<file path="src/rtl/muldiv_hilo_if.sv">
// Execute-stage multiply/divide and HI/LO control/data bundle.
// The decode/execute side drives the controls; the md unit returns the
// HI/LO read data and its busy/stall status.
interface muldiv_hilo_if #(
    parameter int WIDTH = 32
);
    logic             valid;
    logic             mdstart;
    logic             signedop;
    logic             muldivb;
    logic             hilosrc;
    logic [1:0]       hilodisable;
    logic             hiloread;
    logic             hilosel;
    logic [WIDTH-1:0] srca;
    logic [WIDTH-1:0] srcb;
    logic [WIDTH-1:0] hiloout;
    logic             mdbusy;
    logic             mdstall;

    modport master (
        output valid, mdstart, signedop, muldivb, hilosrc, hilodisable,
               hiloread, hilosel, srca, srcb,
        input  hiloout, mdbusy, mdstall
    );

    modport slave (
        input  valid, mdstart, signedop, muldivb, hilosrc, hilodisable,
               hiloread, hilosel, srca, srcb,
        output hiloout, mdbusy, mdstall
    );
endinterface

</file>
<file path="src/rtl/muldiv_hilo.sv">
// Iterative radix-2 multiply/divide unit with the architectural HI/LO pair.
// Operands are made magnitude-only at start, WIDTH shift-add or restoring
// shift-subtract steps follow, and signs are restored in a final FIX cycle
// that also commits HI/LO.
module muldiv_hilo #(
    parameter int WIDTH = 32
) (
    input  logic         clk,
    input  logic         reset,
    muldiv_hilo_if.slave bus
);
    localparam int CW = $clog2(WIDTH) + 1;
    localparam logic [1:0]    S_IDLE   = 2'd0;
    localparam logic [1:0]    S_RUN    = 2'd1;
    localparam logic [1:0]    S_FIX    = 2'd2;
    localparam logic [CW-1:0] CNT_LAST = CW'(WIDTH - 1);

    logic [1:0]       state_q,   state_d;
    logic [CW-1:0]    cnt_q,     cnt_d;
    logic [WIDTH-1:0] hi_q,      hi_d;
    logic [WIDTH-1:0] lo_q,      lo_d;
    logic [WIDTH-1:0] acc_q,     acc_d;     // partial product high half / remainder
    logic [WIDTH-1:0] wq_q,      wq_d;      // multiplier / dividend-quotient shifter
    logic [WIDTH-1:0] opb_q,     opb_d;     // |multiplicand| or |divisor|
    logic [WIDTH-1:0] orig_a_q,  orig_a_d;  // raw srca, returned as HI on divide by zero
    logic             is_mul_q,  is_mul_d;
    logic             neg_lo_q,  neg_lo_d;  // product / quotient must be negated
    logic             neg_hi_q,  neg_hi_d;  // remainder must be negated
    logic             dz_q,      dz_d;

    logic             start_s;
    logic             mt_s;
    logic             a_neg_s;
    logic             b_neg_s;
    logic [WIDTH-1:0] a_abs_s;
    logic [WIDTH-1:0] b_abs_s;
    logic [WIDTH:0]   sum_s;
    logic [WIDTH:0]   shift_s;
    logic [WIDTH-1:0] diff_s;
    logic             ge_s;
    logic [2*WIDTH-1:0] prod_s;
    logic [2*WIDTH-1:0] prod_neg_s;
    logic [WIDTH-1:0] quo_fix_s;
    logic [WIDTH-1:0] rem_fix_s;

    // mdstart takes priority; MTxx only commits when no op is launched or running
    assign start_s = bus.valid & bus.mdstart & (state_q == S_IDLE);
    assign mt_s    = bus.valid & bus.hilosrc & ~bus.mdstart & (state_q == S_IDLE);

    assign a_neg_s = bus.signedop & bus.srca[WIDTH-1];
    assign b_neg_s = bus.signedop & bus.srcb[WIDTH-1];
    assign a_abs_s = a_neg_s ? ({WIDTH{1'b0}} - bus.srca) : bus.srca;
    assign b_abs_s = b_neg_s ? ({WIDTH{1'b0}} - bus.srcb) : bus.srcb;

    // Multiply step: conditionally add multiplicand into the high half
    assign sum_s   = {1'b0, acc_q} + (wq_q[0] ? {1'b0, opb_q} : {(WIDTH+1){1'b0}});
    // Divide step: bring in next dividend bit and trial-subtract the divisor
    assign shift_s = {acc_q, wq_q[WIDTH-1]};
    assign ge_s    = (shift_s >= {1'b0, opb_q});
    assign diff_s  = shift_s[WIDTH-1:0] - opb_q;

    assign prod_s     = {acc_q, wq_q};
    assign prod_neg_s = {(2*WIDTH){1'b0}} - prod_s;
    assign quo_fix_s  = neg_lo_q ? ({WIDTH{1'b0}} - wq_q)  : wq_q;
    assign rem_fix_s  = neg_hi_q ? ({WIDTH{1'b0}} - acc_q) : acc_q;

    assign bus.hiloout = bus.hilosel ? lo_q : hi_q;
    assign bus.mdbusy  = (state_q != S_IDLE);
    assign bus.mdstall = bus.valid & bus.mdbusy & (bus.mdstart | bus.hiloread | bus.hilosrc);

    // Next-state logic for the sequencer, datapath and HI/LO
    always_comb begin
        state_d  = state_q;
        cnt_d    = cnt_q;
        hi_d     = hi_q;
        lo_d     = lo_q;
        acc_d    = acc_q;
        wq_d     = wq_q;
        opb_d    = opb_q;
        orig_a_d = orig_a_q;
        is_mul_d = is_mul_q;
        neg_lo_d = neg_lo_q;
        neg_hi_d = neg_hi_q;
        dz_d     = dz_q;
        case (state_q)
            S_IDLE: begin
                if (start_s) begin
                    state_d  = S_RUN;
                    cnt_d    = {CW{1'b0}};
                    acc_d    = {WIDTH{1'b0}};
                    wq_d     = bus.muldivb ? b_abs_s : a_abs_s;
                    opb_d    = bus.muldivb ? a_abs_s : b_abs_s;
                    orig_a_d = bus.srca;
                    is_mul_d = bus.muldivb;
                    neg_lo_d = a_neg_s ^ b_neg_s;
                    neg_hi_d = a_neg_s;
                    dz_d     = (bus.srcb == {WIDTH{1'b0}});
                end else if (mt_s) begin
                    if (!bus.hilodisable[0]) begin
                        hi_d = bus.srca;
                    end else begin
                        hi_d = hi_q;
                    end
                    if (!bus.hilodisable[1]) begin
                        lo_d = bus.srca;
                    end else begin
                        lo_d = lo_q;
                    end
                end else begin
                    state_d = S_IDLE;
                end
            end
            S_RUN: begin
                cnt_d = cnt_q + {{(CW-1){1'b0}}, 1'b1};
                if (is_mul_q) begin
                    {acc_d, wq_d} = {sum_s, wq_q[WIDTH-1:1]};
                end else if (ge_s) begin
                    acc_d = diff_s;
                    wq_d  = {wq_q[WIDTH-2:0], 1'b1};
                end else begin
                    acc_d = shift_s[WIDTH-1:0];
                    wq_d  = {wq_q[WIDTH-2:0], 1'b0};
                end
                if (cnt_q == CNT_LAST) begin
                    state_d = S_FIX;
                end else begin
                    state_d = S_RUN;
                end
            end
            S_FIX: begin
                state_d = S_IDLE;
                if (is_mul_q) begin
                    {hi_d, lo_d} = neg_lo_q ? prod_neg_s : prod_s;
                end else if (dz_q) begin
                    hi_d = orig_a_q;
                    lo_d = {WIDTH{1'b1}};
                end else begin
                    hi_d = rem_fix_s;
                    lo_d = quo_fix_s;
                end
            end
            default: begin
                state_d = S_IDLE;
            end
        endcase
    end

    // State and HI/LO registers; reset abandons any operation in flight
    always_ff @(posedge clk or posedge reset) begin
        if (reset) begin
            state_q  <= S_IDLE;
            cnt_q    <= {CW{1'b0}};
            hi_q     <= {WIDTH{1'b0}};
            lo_q     <= {WIDTH{1'b0}};
            acc_q    <= {WIDTH{1'b0}};
            wq_q     <= {WIDTH{1'b0}};
            opb_q    <= {WIDTH{1'b0}};
            orig_a_q <= {WIDTH{1'b0}};
            is_mul_q <= 1'b0;
            neg_lo_q <= 1'b0;
            neg_hi_q <= 1'b0;
            dz_q     <= 1'b0;
        end else begin
            state_q  <= state_d;
            cnt_q    <= cnt_d;
            hi_q     <= hi_d;
            lo_q     <= lo_d;
            acc_q    <= acc_d;
            wq_q     <= wq_d;
            opb_q    <= opb_d;
            orig_a_q <= orig_a_d;
            is_mul_q <= is_mul_d;
            neg_lo_q <= neg_lo_d;
            neg_hi_q <= neg_hi_d;
            dz_q     <= dz_d;
        end
    end
endmodule

</file>
<file path="src/flat_wrapper.sv">
// flat-port wrapper written by rule: the top's interface ports become plain ports
module muldiv_hilo_flat 
#(
    parameter int WIDTH = 32
)
  (clk, reset, bus_valid, bus_mdstart, bus_signedop, bus_muldivb, bus_hilosrc, bus_hilodisable, bus_hiloread, bus_hilosel, bus_srca, bus_srcb, bus_hiloout, bus_mdbusy, bus_mdstall);
  muldiv_hilo_if #(.WIDTH(WIDTH)) bus_i ();
  input  logic clk;
  input  logic reset;
  input wire logic [$bits(bus_i.valid)-1:0] bus_valid;
  input wire logic [$bits(bus_i.mdstart)-1:0] bus_mdstart;
  input wire logic [$bits(bus_i.signedop)-1:0] bus_signedop;
  input wire logic [$bits(bus_i.muldivb)-1:0] bus_muldivb;
  input wire logic [$bits(bus_i.hilosrc)-1:0] bus_hilosrc;
  input wire logic [$bits(bus_i.hilodisable)-1:0] bus_hilodisable;
  input wire logic [$bits(bus_i.hiloread)-1:0] bus_hiloread;
  input wire logic [$bits(bus_i.hilosel)-1:0] bus_hilosel;
  input wire logic [$bits(bus_i.srca)-1:0] bus_srca;
  input wire logic [$bits(bus_i.srcb)-1:0] bus_srcb;
  output wire logic [$bits(bus_i.hiloout)-1:0] bus_hiloout;
  output wire logic [$bits(bus_i.mdbusy)-1:0] bus_mdbusy;
  output wire logic [$bits(bus_i.mdstall)-1:0] bus_mdstall;
  assign bus_i.valid = bus_valid;
  assign bus_i.mdstart = bus_mdstart;
  assign bus_i.signedop = bus_signedop;
  assign bus_i.muldivb = bus_muldivb;
  assign bus_i.hilosrc = bus_hilosrc;
  assign bus_i.hilodisable = bus_hilodisable;
  assign bus_i.hiloread = bus_hiloread;
  assign bus_i.hilosel = bus_hilosel;
  assign bus_i.srca = bus_srca;
  assign bus_i.srcb = bus_srcb;
  assign bus_hiloout = bus_i.hiloout;
  assign bus_mdbusy = bus_i.mdbusy;
  assign bus_mdstall = bus_i.mdstall;
  muldiv_hilo #(.WIDTH(WIDTH)) u_core (.clk(clk), .reset(reset), .bus(bus_i));
endmodule
</file>
<file path="config.mk">
export PLATFORM = sky130hd
export DESIGN_NAME = muldiv_hilo_flat
export DESIGN_NICKNAME = d
export VERILOG_FILES = /design/src/rtl/muldiv_hilo_if.sv /design/src/rtl/muldiv_hilo.sv /design/src/flat_wrapper.sv
export SDC_FILE = /design/constraint.sdc
export NUM_CORES = 1
export LEC_CHECK = 0
export ABC_AREA = 1
export BUFFER_PORTS_ARGS = -buffer_cell sky130_fd_sc_hd__clkbuf_2
export CORE_ASPECT_RATIO = 1.2
export CORE_MARGIN = 4
export CORE_UTILIZATION = 44
export CTS_CLUSTER_SIZE = 14
export DETAILED_ROUTE_END_ITERATION = 16
export PLACE_DENSITY = 0.63
export REMOVE_ABC_BUFFERS = 1
export SYNTH_ARGS = -nofsm -noshare
export SYNTH_HDL_FRONTEND = slang
export SYNTH_SLANG_ARGS = --single-unit
export TNS_END_PERCENT = 20
</file>
<file path="constraint.sdc">
create_clock -name clk -period 8 [get_ports clk]
set_clock_uncertainty 0.2 [all_clocks]
set_input_delay 0.4 -clock clk [delete_from_list [all_inputs] [get_ports clk]]
set_output_delay 0.4 -clock clk [all_outputs]
set_load 0.1 [all_outputs]
</file>
After elaboration in Yosys (flattened, before gate mapping)
Cells that the tools add are included.
{ "op_classes": {"n_lt_le_gt_ge": 1, "n_reduce_logical": 9, "div": 0, "muxes": 35, "n_shift": 0, "n_addsub": 8, "mul": 0, "eq_ne": 9, "bitwise": 13} }
{ "ops": {"columns": ["operator", "count"], "rows": [
  ["32-bit two-way mux", 23],
  ["32-bit case mux with 2 select lines", 4],
  ["1-bit by 32-bit subtractor with 32-bit output, first input constant", 4],
  ["64-bit two-way mux", 1],
  ["1-bit by 64-bit subtractor with 64-bit output, first input constant", 1],
  ["32-bit by 33-bit adder with 33-bit output", 1],
  ["33-bit by 32-bit greater-or-equal comparator with 1-bit output", 1],
  ["32-bit logical NOT", 1],
  ["32-bit subtractor", 1],
  ["6-bit case mux with 2 select lines", 1],
  ["1-bit bitwise AND", 9],
  ["4-bit AND reduction", 2],
  ["6-bit by 1-bit adder with 6-bit output, second input constant", 1],
  ["6-bit by 5-bit == test with 1-bit output, second input constant", 1],
  ["2-bit two-way mux", 3],
  ["6-bit two-way mux", 1],
  ["2-bit inequality test, second input constant", 3],
  ["2-bit nonzero test", 3],
  ["2-bit by 1-bit inequality test with 1-bit output, second input constant", 2],
  ["2-bit case mux with 2 select lines", 1],
  ["2-bit AND reduction", 2],
  ["3-bit by 2-bit inequality test with 1-bit output, second input constant", 1],
  ["2-bit by 1-bit == test with 1-bit output, second input constant", 1],
  ["2-bit == test, second input constant", 1],
  ["5 further kinds", 6]
]} }
{ "totals": {"inputBits": 75, "latchBits": 0, "regBits": 204, "n_memories": 0, "rom_bits": 0, "ram_bits": 0, "word_cells": 87} }

Depth between registers and ports, before layout
{ "depth": {"depth_word": 6, "depth_mapped": 19} }

Least setup slack after synthesis
Ideal clock, no wire load.
{ "synth_timing": {"path_kind": "input -> output", "startpoint": "input port bus_hilosel", "endpoint": "output port bus_hiloout[1]", "setup_slack_ps": 4463, "arrival_ps": 2937, "path_stages": 3, "n_path_buf": 2, "path_cell_list": "clkbuf_1 -> clkbuf_1 -> o21ai_0"} }
{ "synth_between": {"elab_chain_cells": 1} }
{ "synth_lines": {"columns": ["item", "line_no", "source"], "rows": [
  ["start, declared", "flat_wrapper.sv:17", "input wire logic [$bits(bus_i.hilosel)-1:0] bus_hilosel;"],
  ["32-bit two-way mux", "muldiv_hilo.sv:67", "assign bus.hiloout = bus.hilosel ? lo_q : hi_q;"],
  ["end, declared", "flat_wrapper.sv:20", "output wire logic [$bits(bus_i.hiloout)-1:0] bus_hiloout;"]
]} }
Every way passes these cells.

Worst setup path after layout
{ "layout_timing": {"startpoint": "register u_core.state_q[1]", "endpoint": "register u_core.opb_q[0]"} }
{ "layout_between": {"elab_chain_cells": 3} }
{ "layout_lines": {"columns": ["item", "line_no", "source"], "rows": [
  ["start, declared", "muldiv_hilo.sv:18", "logic [1:0] state_q, state_d;"],
  ["start signal, assigned", "muldiv_hilo.sv:164", "state_q <= state_d;"],
  ["2-bit logical NOT (*)", "muldiv_hilo.sv:47, muldiv_hilo.sv:85", null],
  ["1-bit bitwise AND", "muldiv_hilo.sv:47", "assign start_s = bus.valid & bus.mdstart & (state_q == S_IDLE);"],
  ["2-bit AND reduction (no source line) (*)", null, null],
  ["end signal, assigned", "muldiv_hilo.sv:157", "opb_q <= {WIDTH{1'b0}};"],
  ["end signal, assigned", "muldiv_hilo.sv:170", "opb_q <= opb_d;"],
  ["end, declared", "muldiv_hilo.sv:24", "logic [WIDTH-1:0] opb_q, opb_d;"]
]} }
Mark *: on every way between the ends. The rest lies on a longest branch, timed or not.
A chain may end at the register's enable or synchronous reset.

==> results by stage <==
Flow run:
- The number of violations of the max-capacitance limit is 0.

Yosys:
- The largest total area in the synthesized netlist belongs to sky130_fd_sc_hd__dfrtp_1.
- The predominant post-synthesis flop cell is sky130_fd_sc_hd__dfrtp_1.
- After synthesis, the netlist uses 52 different library cells.
- By instance count, the leading cell after synthesis is sky130_fd_sc_hd__nand2_1.
- Sorting the synthesized cells by area gives the leading types as sky130_fd_sc_hd__dfrtp_1, sky130_fd_sc_hd__nand2_1, sky130_fd_sc_hd__nand3_1.
- The top cell type's share of synthesized area is 24.5%.
- For this run, asynchronously set or reset flops after synthesis account for 100%.
- The proportion of synthesized chip area in sequential cells is 24.5%.
- For this run, the number of Yosys warnings is 0.
- By count the netlist is led by sky130_fd_sc_hd__nand2_1, sky130_fd_sc_hd__nor2_1, sky130_fd_sc_hd__inv_1.
- Yosys mapped a number of flops with a built-in enable equal to 0.
- After synthesis the netlist holds a flip-flop and latch count of 204.
- The number of standard cells after synthesis is 3601.
- In this run the cell area of the synthesized design comes to 20800 sq um.
- The mean area per synthesized cell is 5.79 sq um.

GRT:
- The largest net degree at the start of global routing is slightly below 80.
- After global routing the overflow that remains totals 0.
- The initial antenna violation count is 0.
- The via count of the first global-routing pass is 22300.
- The global-route total usage across every layer is 35.3%.
- The first global-routing pass estimated 137 mm of wire.

Pwr:
- The design draws ~11 mW.
- The static leakage power is 11.7 nW.
- Across the VDD grid, the largest voltage drop is 0.000212 V.
- The areal power density over the cells is between 400 and 500 nW/um^2.

Worst hold path:
- The startpoint identified for the worst hold timing path is bus_srcb[22].
- The type of the most critical hold path is in2reg.
- The number of stages on the worst hold path is 5.
- The path with the worst hold slack has its endpoint at u_core.opb_q[22]$_DFFE_PP0P_.

Die:
- The effective utilization at floorplan is approximately 44%.
- In this run the standard cell core region covers 46900 sq um.
- 109 I/O pins were placed.
- The floorplan has 87 rows.
- In this run the horizontal extent of the chip is 207 microns.
- The overall die area is 50900 sq um.
- The die span in y is ~250 microns.

Route:
- The detailed-route vias per instance is between 5 and 6.
- The final antenna-violating net count is 0.
- For this block, the initial DRC count from the detailed router was between 2000 and 3000.
- The total vias in the final route is 24300.
- The first detailed-routing pass ran for 6 iterations.
- After detailed routing, the number of remaining DRC violations is 0.
- The final layout contains routed wiring with a total length of 92.2 mm.
- The routed wire length per instance is around 22 microns.

Placement:
- The half-perimeter wire length after detailed placement is 71.8 mm.
- At the placement stage, the worst setup path has a slack of approximately 4.5 ns.
- Input and output buffers added on the ports amount to about 110.
- The final weighted congestion in routability-driven placement is 1.03.

Timing:
- The worst max-slew margin expressed relative to the limit is 10.7%.
- Setup repair after global routing left no endpoint under its margin.
- The minimum period implied by the final worst setup slack is 3.66 ns.
- The count of pins over their slew limit came to 0.
- For the pin with the worst max-slew slack, the measured transition is 1.34 ns.
- Setup violations remaining at the end of the flow were counted as 0.
- The setup TNS is 0 ns.
- In the finished design, the share of the clock period the worst path needs comes to between 40% and 50%.
- For this run, the top clock speed supported by timing is ~0.27 GHz.
- The number of hold-slack violations in the final timing report is 0.
- Across all setup checks in the final design, the least slack found is ~4.3 ns.

Cells and area:
- Cells with a size suffix above 1 make up 7.29% of the layout.
- From synthesis to final layout, the design area changed by 9.29%.
- The number of nets in the layout is 3778.
- The number of inserted diodes is 0.
- At the end of the flow the core is filled with cells to 48.5%.

Clock tree:
- After clock tree synthesis, the clock-pin slew on the worst setup and hold paths is 0.07 ns.
- Clock latency on the worst-skew pair, taken at its later pin, is slightly below 0.6 ns.
- The quantity of gates resized following cts is 0.
- CTS built an H-tree with a depth of 1.
- The number of buffers on the longest clock path is 3.
- TritonCTS built the clock tree.
- The total clock sinks is 204.
- The clock buffer count from CTS is 25.
- Buffers inserted to repair hold after CTS numbered 13.
- The root buffer cell chosen for the clock tree is sky130_fd_sc_hd__clkbuf_16.
- After clock tree synthesis, the setup repair step added 0 buffers.

Critical path:
- The capture point of the worst reg-to-reg path is u_core.opb_q[0]$_DFFE_PP0P_.
- The highest cell delay on the worst timing path is 0.78 ns.
- The type of element launching the critical path is a flip-flop.
- The critical path's top delay family is buffers and inverters.
- The type of destination of the critical path is a flip-flop.
- The beginning of the worst register-to-register path is u_core.state_q[1]$_DFFE_PP0P_.
- STA puts the critical path data arrival time at 3.93 ns.
- The critical path goes through nor2_1 > inv_2 > nor3_4 > buf_4 > inv_2 > nor2_2 > inv_1 > o22ai_1 > a21oi_1 > dlygate4sd3_1.
- The critical path data required time is 8.27 ns.
- The slowest library cell on the worst path is sky130_fd_sc_hd__nor2_2.
- By startpoint and endpoint, the worst setup path is classified as reg2reg.
- The worst register-to-register path has a setup slack of 4.34 ns.
- The maximum fanout along the worst path is 40.
- Measured in cells, the most critical reg-to-reg path has a length of 10.
- The library cell appearing most often on the critical path is sky130_fd_sc_hd__inv_2.
- Together, buffers and inverters on the worst path number 5.

Status:
- The flow ran to the end, and the final reports show no timing, DRC or antenna violations.
==> logic make-up (layout without fill, tap and decap cells) <==
family | Yosys count | count (layout) | synth area share [%]
AO/OA/AOI/OAI | 510 | 510 | 13.3
XOR/XNOR | 66 | 66 | 2.77
adder cells (fa/ha/maj) | 71 | 71 | 4.34
buffers and inverters | 608 | 658 | 11.3
flip-flops | 204 | 204 | 24.5
multiplexers | 29 | 29 | 1.57
AND/OR/NAND/NOR | 2113 | 2113 | 42.2
==> cells in the final DEF, fill, tap and decap left out, types with 12 or more instances in the layout <==
cell type                          n
sky130_fd_sc_hd__nor3_1           33
sky130_fd_sc_hd__buf_4            24
sky130_fd_sc_hd__xor2_1           59
sky130_fd_sc_hd__o21ai_0         216
sky130_fd_sc_hd__nand4_1          38
sky130_fd_sc_hd__ha_1             69
sky130_fd_sc_hd__a21oi_1         194
sky130_fd_sc_hd__dfrtp_1         202
sky130_fd_sc_hd__clkbuf_2        108
sky130_fd_sc_hd__o21ai_1          13
sky130_fd_sc_hd__nand3_1         362
sky130_fd_sc_hd__dlygate4sd3_1    13
sky130_fd_sc_hd__mux2_2           29
sky130_fd_sc_hd__inv_1           450
sky130_fd_sc_hd__clkbuf_16        25
sky130_fd_sc_hd__nand2_1        1151
sky130_fd_sc_hd__inv_2            12
sky130_fd_sc_hd__nor2_1          461
sky130_fd_sc_hd__nor2_2           14
sky130_fd_sc_hd__nand3b_1         13
sky130_fd_sc_hd__o211ai_1         37
==> worst reg2reg max path, cell delays in order (launching register included) <==
cell and delay (ns):
sky130_fd_sc_hd__dfrtp_1 0.41, sky130_fd_sc_hd__nor2_1 0.24, sky130_fd_sc_hd__inv_2 0.09, sky130_fd_sc_hd__nor3_4 0.10, sky130_fd_sc_hd__buf_4 0.42, sky130_fd_sc_hd__inv_2 0.10
sky130_fd_sc_hd__nor2_2 0.78, sky130_fd_sc_hd__inv_1 0.38, sky130_fd_sc_hd__o22ai_1 0.23, sky130_fd_sc_hd__a21oi_1 0.05, sky130_fd_sc_hd__dlygate4sd3_1 0.55
==> report_power, final <==
part | total (mW) | switching (mW) | internal (mW)
Combinational | 7.46 | 5.26 | 2.21
Sequential | 2.48 | 0.922 | 1.55
Clock | 1.25 | 0.535 | 0.713
Total | 11.2 | 6.71 | 4.47
==> state kept, by name, indices dropped and copies added, names as in the netlist <==
| signal | count |
|---|---|
| u_core.acc_q | 32 |
| u_core.cnt_q | 6 |
| u_core.dz_q | 1 |
| u_core.hi_q | 32 |
| u_core.is_mul_q | 1 |
| u_core.lo_q | 32 |
| u_core.neg_hi_q | 1 |
| u_core.neg_lo_q | 1 |
| u_core.opb_q | 32 |
| u_core.orig_a_q | 32 |
| u_core.state_q | 2 |
| u_core.wq_q | 32 |
==> layout make-up <==
type                       count  area (sq um)
sequential                   204          5110
tap                          623           779
timing repair buffer         145           851
clock buffer                  30           684
clock inverter                16           188
multi-input combinational   2789         13400
fill                        5209         24100
inverter                     467          1760
==> per-layer routing <==
layer | track usage (%) | up-vias | part of all wire (%)
li1 | - | 11600 | -
met1 | 46.4 | 11100 | 40
met2 | 55.5 | 1268 | 44
met3 | 5.37 | 306 | 8.9
met4 | 19.1 | 0 | 7.1
met5 | 0 | - | 0
==> how the worst max path moves through the flow <==
| stage | to | slack, ns | cells after the start | from |
|---|---|---|---|---|
| floorplan | u_core.acc_q[0]$_DFFE_PP0P_ | 1.83 | 1 | reset |
| CTS | u_core.opb_q[0]$_DFFE_PP0P_ | 4.41 | 10 | u_core.state_q[1]$_DFFE_PP0P_ |
| detailed placement | u_core.acc_q[21]$_DFFE_PP0P_ | 4.46 | 18 | u_core.wq_q[0]$_DFFE_PP0P_ |
| global placement | u_core.acc_q[27]$_DFFE_PP0P_ | 4.55 | 17 | u_core.wq_q[0]$_DFFE_PP0P_ |
| global route | u_core.opb_q[0]$_DFFE_PP0P_ | 4.15 | 10 | u_core.state_q[1]$_DFFE_PP0P_ |
| finish | u_core.opb_q[0]$_DFFE_PP0P_ | 4.34 | 10 | u_core.state_q[1]$_DFFE_PP0P_ |
==> metrics by stage <==
step	cell area (sq um)	std cells	hold slack [ns]
4_1_cts	22800	4274	0.00477
3_5_place_dp	21800	4215	0.240
2_1_floorplan	20200	3460	0.208
6_report	22800	4274	0.0138
3_3_place_gp	21800	4215	0.240
5_1_grt	22800	4274	0.0552
Power figures use the tool's default switching activity.
